===== config.mk =====
export PLATFORM = sky130hd
export DESIGN_NAME = uart
export DESIGN_NICKNAME = d
export VERILOG_FILES = /design/src/rtl/uart_pkg.sv /design/src/rtl/uart.sv
export SDC_FILE = /design/constraint.sdc
export NUM_CORES = 1
export LEC_CHECK = 0
export BUFFER_PORTS_ARGS = -buffer_cell sky130_fd_sc_hd__buf_2
export CAP_MARGIN = 10
export CORE_AREA = 2 2 44 46
export DETAILED_ROUTE_END_ITERATION = 6
export DIE_AREA = 0 0 46 48
export GPL_ROUTABILITY_DRIVEN = 0
export PLACE_DENSITY = 0.74
export SYNTH_ARGS = -nofsm -noshare
export SYNTH_HDL_FRONTEND = slang
export SYNTH_SLANG_ARGS = --single-unit
export TNS_END_PERCENT = 1

===== constraint.sdc =====
create_clock -name clock -period 4.8 [get_ports clock]
set_input_delay 0.48 -clock clock [delete_from_list [all_inputs] [get_ports clock]]
set_output_delay 0.48 -clock clock [all_outputs]
set_load 0.05 [all_outputs]

===== src/rtl/uart_pkg.sv =====
// Shared types and constants for the transmit-only 8N1 UART.
package uart_pkg;

    typedef enum logic [2:0] {
        IDLE,
        START,
        DATA,
        PARITY,
        STOP
    } uart_state_e;

    localparam int DATA_BITS = 8;

endpackage


===== src/rtl/uart.sv =====
// Transmit-only UART: 8 data bits, LSB first, 1 stop bit, line idle high.
// Define UART_PARITY_EN to insert an even-parity bit between bit 7 and STOP.
module uart
    import uart_pkg::*;
#(
    parameter int clocks_per_bit = 1
) (
    input  logic       clock,
    input  logic       reset_n,
    input  logic       send,
    input  logic [7:0] byte_to_send,
    output logic       done,
    output logic       pin
);

    localparam int CNT_W = (clocks_per_bit > 1) ? $clog2(clocks_per_bit) : 1;
    localparam int IDX_W = $clog2(DATA_BITS);
    localparam logic [CNT_W-1:0] CNT_LAST = CNT_W'(clocks_per_bit - 1);
    localparam logic [IDX_W-1:0] IDX_LAST = IDX_W'(DATA_BITS - 1);

    uart_state_e    state_q;
    logic [CNT_W-1:0] cnt_q;
    logic [IDX_W-1:0] bit_idx_q;
    logic [7:0]     shift_q;
    logic           pin_q;
    logic           done_q;
`ifdef UART_PARITY_EN
    logic           parity_q;
`endif

    logic bit_end;
    assign bit_end = (cnt_q == CNT_LAST);

    // NOTE: every state register updates with <= so all of them see the
    // pre-edge values of each other within this block.
    always_ff @(posedge clock or negedge reset_n) begin
        if (!reset_n) begin
            state_q   <= IDLE;
            cnt_q     <= '0;
            bit_idx_q <= '0;
            shift_q   <= '0;
            pin_q     <= 1'b1;
            done_q    <= 1'b0;
`ifdef UART_PARITY_EN
            parity_q  <= 1'b0;
`endif
        end else begin
            done_q <= 1'b0;
            cnt_q  <= (state_q == IDLE || bit_end) ? '0 : cnt_q + 1'b1;

            case (state_q)
                IDLE: begin
                    // The cycle done is high counts as busy, so a request there is dropped.
                    if (send && !done_q) begin
                        state_q <= START;
                        pin_q   <= 1'b0;
                        shift_q <= byte_to_send;
`ifdef UART_PARITY_EN
                        parity_q <= ^byte_to_send;
`endif
                    end
                end
                START: begin
                    if (bit_end) begin
                        state_q   <= DATA;
                        bit_idx_q <= '0;
                        pin_q     <= shift_q[0];
                        shift_q   <= shift_q >> 1;
                    end
                end
                DATA: begin
                    if (bit_end) begin
                        if (bit_idx_q == IDX_LAST) begin
`ifdef UART_PARITY_EN
                            state_q <= PARITY;
                            pin_q   <= parity_q;
`else
                            state_q <= STOP;
                            pin_q   <= 1'b1;
`endif
                        end else begin
                            bit_idx_q <= bit_idx_q + 1'b1;
                            pin_q     <= shift_q[0];
                            shift_q   <= shift_q >> 1;
                        end
                    end
                end
`ifdef UART_PARITY_EN
                PARITY: begin
                    if (bit_end) begin
                        state_q <= STOP;
                        pin_q   <= 1'b1;
                    end
                end
`endif
                STOP: begin
                    if (bit_end) begin
                        state_q <= IDLE;
                        done_q  <= 1'b1;
                    end
                end
                default: begin
                    state_q <= IDLE;
                    pin_q   <= 1'b1;
                end
            endcase
        end
    end

    assign pin  = pin_q;
    assign done = done_q;

endmodule


==> metrics.yaml, run 1 <==
setup-violations-final: 0
status: "finished clean"
drtAntennaViolNets: 0
cpMostUsedCell: "ha_1"
grt_pass1_vias: 595
routedWlPerCell_um: 13.19
hpwlAfterDp_um: 1088
timing.fmax_mhz: 447.3
clock_path_buffers: 2
dieArea_sq_mm: 0.002208
die_h_um: 48
utilization_pct: 57.85
cts_sinks: 17
hp-class: "input pin to asynchronous set/reset pin"
slew_viol_final: 0
critPathMaxFanout: 16
r2r_start: "bit_idx_q[0]"
viasPerCell: 5.632
ys_seq_area_share_pct: 46.27
rsz0062_at_grt: "false"
routed_wl_um: 1504
antenna_found_initial: 0
start_util_pct: 54.59
total_leakage_power_uw: 0.0004356
rows: 15
cts_hold_buf: 0
setup_tns_ns: 0
instances_no_fill: 114
grt.overflow.total: 0
critPathTopFamily: "simple AND/OR/NAND/NOR gates"
h-tree-depth: 1
synth_cell_types: 30
ys_seq_elements: 17
async_flop_share_pct: 100.0
fin_crit_sh_pct: 46.57
place_inst: 110
cts_tree: "built"
core_sq_mm: 0.001689
power.density_mw_per_mm2: 609.2
cts_buffers: 3
grt_max_degree: 18
port-buffer-count: 12
cts_setup_buffers: 0
nets: 111
drive_gt1_share_pct: 24.74
hold_viol: 0
syn_nets: 100
grt.total_usage_pct: 16.98
crit_start: "bit_idx_q[0]"
dr_total_vias: 642
cp.arrival_ns: 2.45
worstPathCellList: "ha_1, ha_1, or4b_4, a31oi_4, nand3b_1, o21ai_0"
drt_first_pass_iters: 4
syn_avg_cell_area_sq_um: 10.60
synthCells: 87
fin_ws_ns: 2.564
drt_iter0_drc: 10
crit_type: "register to register"
yosys_warnings: 0
max_stage_delay_ns: 0.56
syn2layout_area_growth_pct: 5.970
synthFlopType: "dfrtp_1"
ir_drop_mv: 0.4057
grt_pass1_wl_um: 2504
end_kind: "register"
io_pins: 13
power_uw: 595.3
syn_area_sq_um: 922.1
synth_edf_count: 0
crit_buf_inv: 0
cts_resized: 0
clk_pin_slew_worst_paths_ns: 0.10
drc: 0
startpoint_type: "register"
preCtsSetupSlack_ns: 2.608
finClkSkew_ns: 0.001527
slowest_stage: "or4b_4"
num_antenna_cells: 0
period_needed_ns: 2.236
cp.required_ns: 5.01
die_x_um: 46
ctsRootBufferMaster: "clkbuf_4"
cap_violations: 0
clock_latency_ns: 0.29
==> flip-flops by register name, indices dropped and copies added, names as in the netlist <==
name	flops
bit_idx_q	3
pin	1
shift_q	8
done	1
state_q	3
cnt_q	1
==> cells by family after synthesis <==
| kind of cell | synth area share, % |
|---|---|
| flip-flops | 46.27 |
| other | 0.4067 |
| AO/OA/AOI/OAI | 15.74 |
| adder cells (fa/ha/maj) | 2.713 |
| buffers and inverters | 7.869 |
| AND/OR/NAND/NOR | 17.23 |
| multiplexers | 8.820 |
| XOR/XNOR | 0.9500 |
==> Yosys cell counts (all sizes together) (2+ instances only) <==
cell,number,area (sq um)
dfrtp,16,400.4
a21oi,14,77.58
nor2,9,41.29
mux2i,7,70.07
buf,6,53.79
inv,5,18.77
nor3,5,25.02
o22ai,3,18.77
a22oi,2,15.01
ha,2,25.02
nand3b,2,15.01
nor3b,2,15.01
or3b,2,17.52
or4b,2,23.77
==> where the power goes <==
group / internal, uW / switching (uW) / leakage, uW
sequential: 199 / 50.4 / 0.000205
combinational: 124 / 145 / 0.000213
clock: 31.1 / 45.8 / 0.0000177
==> routing by layer <==
| metal | wire (um) | vias to the layer above | share of wire, % | track usage (%) |
|---|---|---|---|---|
| met5 | 0 | - | 0 | 0 |
| met4 | 40 | 0 | 2.7 | 12.00 |
| met3 | 45 | 5 | 3.0 | 3.774 |
| met2 | 740 | 8 | 49 | 28.33 |
| met1 | 679 | 298 | 45 | 19.29 |
| li1 | - | 331 | - | - |
==> per-stage QoR <==
step                      hold slack (ns)  cell area (sq um)
after floorplan                    0.1844              922.1
after global placement             0.4183              949.7
after detailed placement           0.4217              949.7
after CTS                         0.09178              977.2
after global routing               0.1082              977.2
final                             0.08253              977.2
==> layout make-up <==
cell class | instances | area, sq um
fillers | 159 | 711.9
flip-flops and latches | 17 | 426.7
multi-input cells | 59 | 422.9
repair buffers | 12 | 60.06
clock buffers | 3 | 22.52
well taps | 17 | 21.27
inverters | 5 | 18.77
clock inverters | 1 | 5.005
==> cell usage in the layout (no fill, tap or decap), types with 2 or more instances in the layout <==
cell / netlist / routed
nor2_1: 8 / 8
clkbuf_4: 0 / 3
nand3b_1: 2 / 2
o22ai_1: 3 / 3
mux2i_1: 7 / 7
ha_1: 2 / 2
a22oi_1: 2 / 2
dfrtp_1: 16 / 16
a21oi_1: 12 / 12
buf_2: 1 / 12
nor3b_1: 2 / 2
nor3_1: 5 / 5
inv_1: 5 / 5
a21oi_2: 2 / 2
==> path summary, 6_finish.rpt <==
kind / to / slack (ns) / cells after the start
worst max register to register: shift_q[7] / 2.56 / 6
worst min-delay path: shift_q[5] / 0.08 / 1
max in group asynchronous: pin / 4.41 / 1
min in group clock: shift_q[7] / 0.46 / 3
worst min register to register: shift_q[6] / 0.53 / 2
worst max-delay path: shift_q[7] / 2.56 / 6
(Power assumes the default switching activity.)
==> run 2: changes to the inputs <==
Settings changed: CORE_AREA 2 2 44 46 to 2 2 47 49, DIE_AREA 0 0 46 48 to 0 0 49 51, PLACE_DENSITY 0.74 to 0.69.
Clock period 4.8 ns to 2 ns, I/O delays scaled along.
==> run 2 against run 1 <==
  * Critical path depth is 1 higher
  * Total power grew to 2.7 times the previous value
  * Via count rose by 9.2%
  * Final cell count rose by 16%
  * Critical path type unchanged
==> metrics.yaml, run 2 (same netlist as run 1, synthesis figures left out) <==
status: "finished clean"
final_cell_mix: "16 x dfrtp_1, 12 x a21oi_1, 12 x buf_2, 8 x nor2_1, 7 x mux2i_1"
critPathMaxFanout: 8
cts_buffers: 3
rows: 17
syn2layout_area_growth_pct: 17.10
routed_wl_um: 1718
io_pins: 13
worstPathCellList: "ha_2, ha_2, or4b_4, a31oi_4, clkbuf_16, nor2_1, a21oi_2"
drtAntennaViolNets: 0
startpoint_type: "register"
grt_pass1_wl_um: 2953
ir_drop_mv: 0.7906
final_common_cell: "dfrtp_1"
drive_gt1_share_pct: 29.81
cap_violations: 0
routedWlPerCell_um: 13.02
cts_sinks: 17
setup-violations-final: 0
clk_pin_slew_worst_paths_ns: 0.10
end_kind: "register"
drc: 0
drt_first_pass_iters: 4
die_x_um: 49
fin_crit_sh_pct: 95.79
h-tree-depth: 1
grt.total_usage_pct: 16.07
crit_buf_inv: 1
slew_viol_final: 0
num_antenna_cells: 0
cp.required_ns: 2.23
finClkSkew_ns: 0.002747
core_sq_mm: 0.002063
period_needed_ns: 1.916
cp.arrival_ns: 2.15
largest_registers: "shift_q x8, bit_idx_q x3, state_q x3"
port-buffer-count: 12
setup_tns_ns: 0
hp-class: "input pin to register"
cts_tree: "built"
ctsRootBufferMaster: "clkbuf_4"
clock_path_buffers: 2
viasPerCell: 5.311
antenna_found_initial: 0
grt_max_degree: 18
dr_total_vias: 701
grt_pass1_vias: 657
power.density_mw_per_mm2: 1477
cpMostUsedCell: "ha_2"
hold_viol: 0
clock_latency_ns: 0.30
start_util_pct: 44.69
critPathTopFamily: "simple AND/OR/NAND/NOR gates"
whs_ns: 0.1633
die_h_um: 51
total_leakage_power_uw: 0.0004735
timing.fmax_mhz: 522.0
grt.overflow.total: 0
largest_reg_flops: 8
drt_iter0_drc: 9
nets: 118
slowest_stage: "or4b_4"
max_stage_delay_ns: 0.52
regMostFlops: "shift_q"
hpwlAfterDp_um: 1163
dieArea_sq_mm: 0.002499
rsz0062_at_grt: "false"
crit_type: "register to register"
-- run 2: final timing paths --
path | start | end | slack, ns | cells past startpoint
setup / recovery | bit_idx_q[1] | shift_q[5] | 0.08 | 7
hold / removal | byte_to_send[7] | shift_q[7] | 0.16 | 3
setup reg to reg | bit_idx_q[1] | shift_q[5] | 0.08 | 7
hold reg to reg | shift_q[6] | shift_q[6] | 0.53 | 2
max in group asynchronous | reset_n | pin | 1.35 | 2
min in group asynchronous | reset_n | bit_idx_q[1] | 0.34 | 2
-- run 2: timing repair --
action | in CTS | in global routing
gates resized for setup | 0 | 2
hold buffers | 1 | 0
endpoints found under the hold margin | 16 | 0
buffers inserted | 0 | 2
endpoints found under the setup margin | 0 | 4
-- run 2: routing by layer --
metal | vias up | GRT usage, % | part of all wire, %
li1 | 342 | - | -
met1 | 346 | 20.38 | 48
met2 | 9 | 24.43 | 48
met3 | 4 | 4.386 | 2.3
met4 | 0 | 10.00 | 2.0
met5 | - | 0 | 0
-- run 2: report_power, final --
group | total [uW] | internal [uW] | leakage [uW] | switching [uW]
clock | 187 | 77.8 | 0.0000150 | 109
sequential | 585 | 479 | 0.000205 | 106
combinational | 824 | 418 | 0.000254 | 406
-- run 2: cell type report --
class,instances,area (sq um)
inverter,5,18.77
clock buffer,4,26.28
sequential,17,426.7
fill,180,983.4
timing repair buffer,19,145.1
multi-input combinational,59,427.9
tap,28,35.03
-- run 2: worst register-to-register path: stages (launching register included) --
cell and delay, ns:
dfrtp_1 0.40, ha_2 0.17, ha_2 0.17, or4b_4 0.52
a31oi_4 0.25, clkbuf_16 0.20, nor2_1 0.05, a21oi_2 0.09
-- run 2: metrics by stage --
step | power, uW | worst slack, ns | cell area, sq um | util, % | cells
CTS | 1518 | 0.06947 | 1035 | 50.15 | 129
finish | 1595 | 0.08414 | 1080 | 52.33 | 132
floorplan | 1176 | 0.01578 | 922.1 | - | 87
global placement | 1307 | 0.1631 | 998.5 | 48.39 | 124
global route | 1729 | 0.001191 | 1080 | 52.33 | 132
detailed placement | 1329 | 0.09639 | 998.5 | 48.39 | 124
==> run 3: changes to the inputs <==
Settings changed: CORE_AREA 2 2 47 49 to 2 2 45 47, DIE_AREA 0 0 49 51 to 0 0 47 49, PLACE_DENSITY 0.69 to 0.71.
Clock period 2 ns to 2.1 ns, I/O delays scaled along.
==> run 3 against run 2 <==
  * Clock skew barely moved
  * Critical path depth did not move
  * Sequential cell count did not move
  * Die area fell by 7.8%
  * Largest cell class is now registers
  * Worst hold slack improved by 0.0014 ns
  * Non-clock buffer count fell by 4
  * Wire length fell by 5.9%
  * Critical path type unchanged
  * Count of clock-buffer cells in the layout fell by 1
==> metrics.yaml, run 3 (same netlist as run 1, synthesis figures left out) <==
instances_no_fill: 127
cts_tree: "built"
grt_use_met3_pct: 2.222
whs_endpoint: "shift_q[7]"
num_antenna_cells: 0
routedWlPerCell_um: 12.72
total_leakage_power_uw: 0.0004544
switching_share_pct: 39.77
nets: 114
p_switching_uw: 563.4
die_x_um: 47
largest_registers: "shift_q x8, bit_idx_q x3, state_q x3"
final_cell_mix: "16 x dfrtp_1, 12 x a21oi_1, 12 x buf_2, 8 x nor2_1, 7 x mux2i_1"
grtUsageMet1_pct: 21.82
slew_viol_final: 0
grt.total_usage_pct: 15.48
setup_tns_ns: 0
port-buffer-count: 12
clk_pin_slew_worst_paths_ns: 0.10
power_uw: 1417
cts_hold_buf: 1
place_inst: 122
place_area_sq_um: 989.7
cap_violations: 0
period_needed_ns: 1.932
finClkSkew_ns: 0.003113
timing.fmax_mhz: 517.7
cts_resized: 0
core_sq_mm: 0.001842
crit_type: "register to register"
status: "finished clean"
drt_iter0_drc: 10
cts_setup_buffers: 0
startpoint_type: "register"
start_util_pct: 50.07
cp.arrival_ns: 2.15
grt_pass1_wl_um: 2559
gr-max-usage-layer: "met2"
dieArea_sq_mm: 0.002303
cp.required_ns: 2.32
ctsRootBufferMaster: "clkbuf_4"
whs_ns: 0.1647
cts_sinks: 17
power.density_mw_per_mm2: 1379
use_met2_pct: 22.37
drive_gt1_share_pct: 26.00
clockPowerShare_pct: 12.0
largest_reg_flops: 8
hp-class: "input pin to register"
drtAntennaViolNets: 0
setup-violations-final: 0
rsz0062_at_grt: "false"
viasPerCell: 5.244
ff2ff_setup_slack_ns: 0.17
syn2layout_area_growth_pct: 11.40
grt_pass1_vias: 581
critPathMaxFanout: 16
slowest_stage: "or4b_4"
clock_path_buffers: 2
ir_drop_mv: 0.7706
hold_viol: 0
io_pins: 13
clock_latency_ns: 0.29
hold-path-cell-count: 3
end_kind: "register"
final_common_cell: "dfrtp_1"
reg2regPathDepth: 7
regMostFlops: "shift_q"
grt.overflow.total: 0
antenna_found_initial: 0
grt_max_degree: 18
intPower_uw: 853.4
r2r_start: "bit_idx_q[0]"
worstPathCellList: "ha_1, ha_1, or4b_4, a31oi_4, buf_12, nor2_1, a21oi_1"
routed_wl_um: 1616
drc: 0
h-tree-depth: 1
max_stage_delay_ns: 0.53
power_frac_comb_pct: 47.2
hp-start: "byte_to_send[7]"
final_area_sq_mm: 0.001027
die_h_um: 49
cpMostUsedCell: "ha_1"
dr_total_vias: 666
rows: 16
drt_first_pass_iters: 4
fin_crit_sh_pct: 91.98
worstReg2RegEnd: "shift_q[4]"
cts_buffers: 3
pwr-share-seq_pct: 40.8
[run 3: critical path: cells and delay by family (launching register included)]
family,cells,cell delay [ns]
flops,1,0.43
simple gates,2,0.58
fa+ha+maj,2,0.40
buf+inv,1,0.16
compound gates,2,0.30
[run 3: worst max-delay path by stage]
stage                       from    endpoint  slack [ns]
floorplan           bit_idx_q[0]  shift_q[5]        0.09
global placement    bit_idx_q[0]  shift_q[0]        0.23
detailed placement  bit_idx_q[0]  shift_q[4]        0.19
CTS                 bit_idx_q[0]  shift_q[0]        0.17
global route        bit_idx_q[0]  shift_q[2]        0.09
finish              bit_idx_q[0]  shift_q[4]        0.17
[run 3: per-layer routing]
layer | part of all wire, % | wire length [um]
met1 | 50 | 809
met2 | 46 | 738
met3 | 3.3 | 54
met4 | 0.80 | 13
met5 | 0 | 0
[run 3: layout make-up]
type                            instances  area, sq um
Clock buffer                            3        22.52
Sequential cell                        17        426.7
Multi-Input combinational cell         59        422.9
Tap cell                               27        33.78
Clock inverter                          1        5.005
Timing Repair Buffer                   15        97.59
Inverter                                5        18.77
Fill cell                             173        814.5
[run 3: per-stage QoR]
stage                     setup slack (ns)  utilization, %
after floorplan                    0.08983               -
after global placement              0.2289           53.74
after detailed placement            0.1883           53.74
after CTS                           0.1694           55.77
after global routing               0.08658           55.77
final                               0.1683           55.77
[run 3: power by group through the flow]
stage               logic, uW  clock network (uW)  registers (uW)
floorplan                 569                   0             551
global placement          658                   0             574
detailed placement        669                   0             584
CTS                       673                 180             576
global route              736                 188             595
finish                    668                 170             578
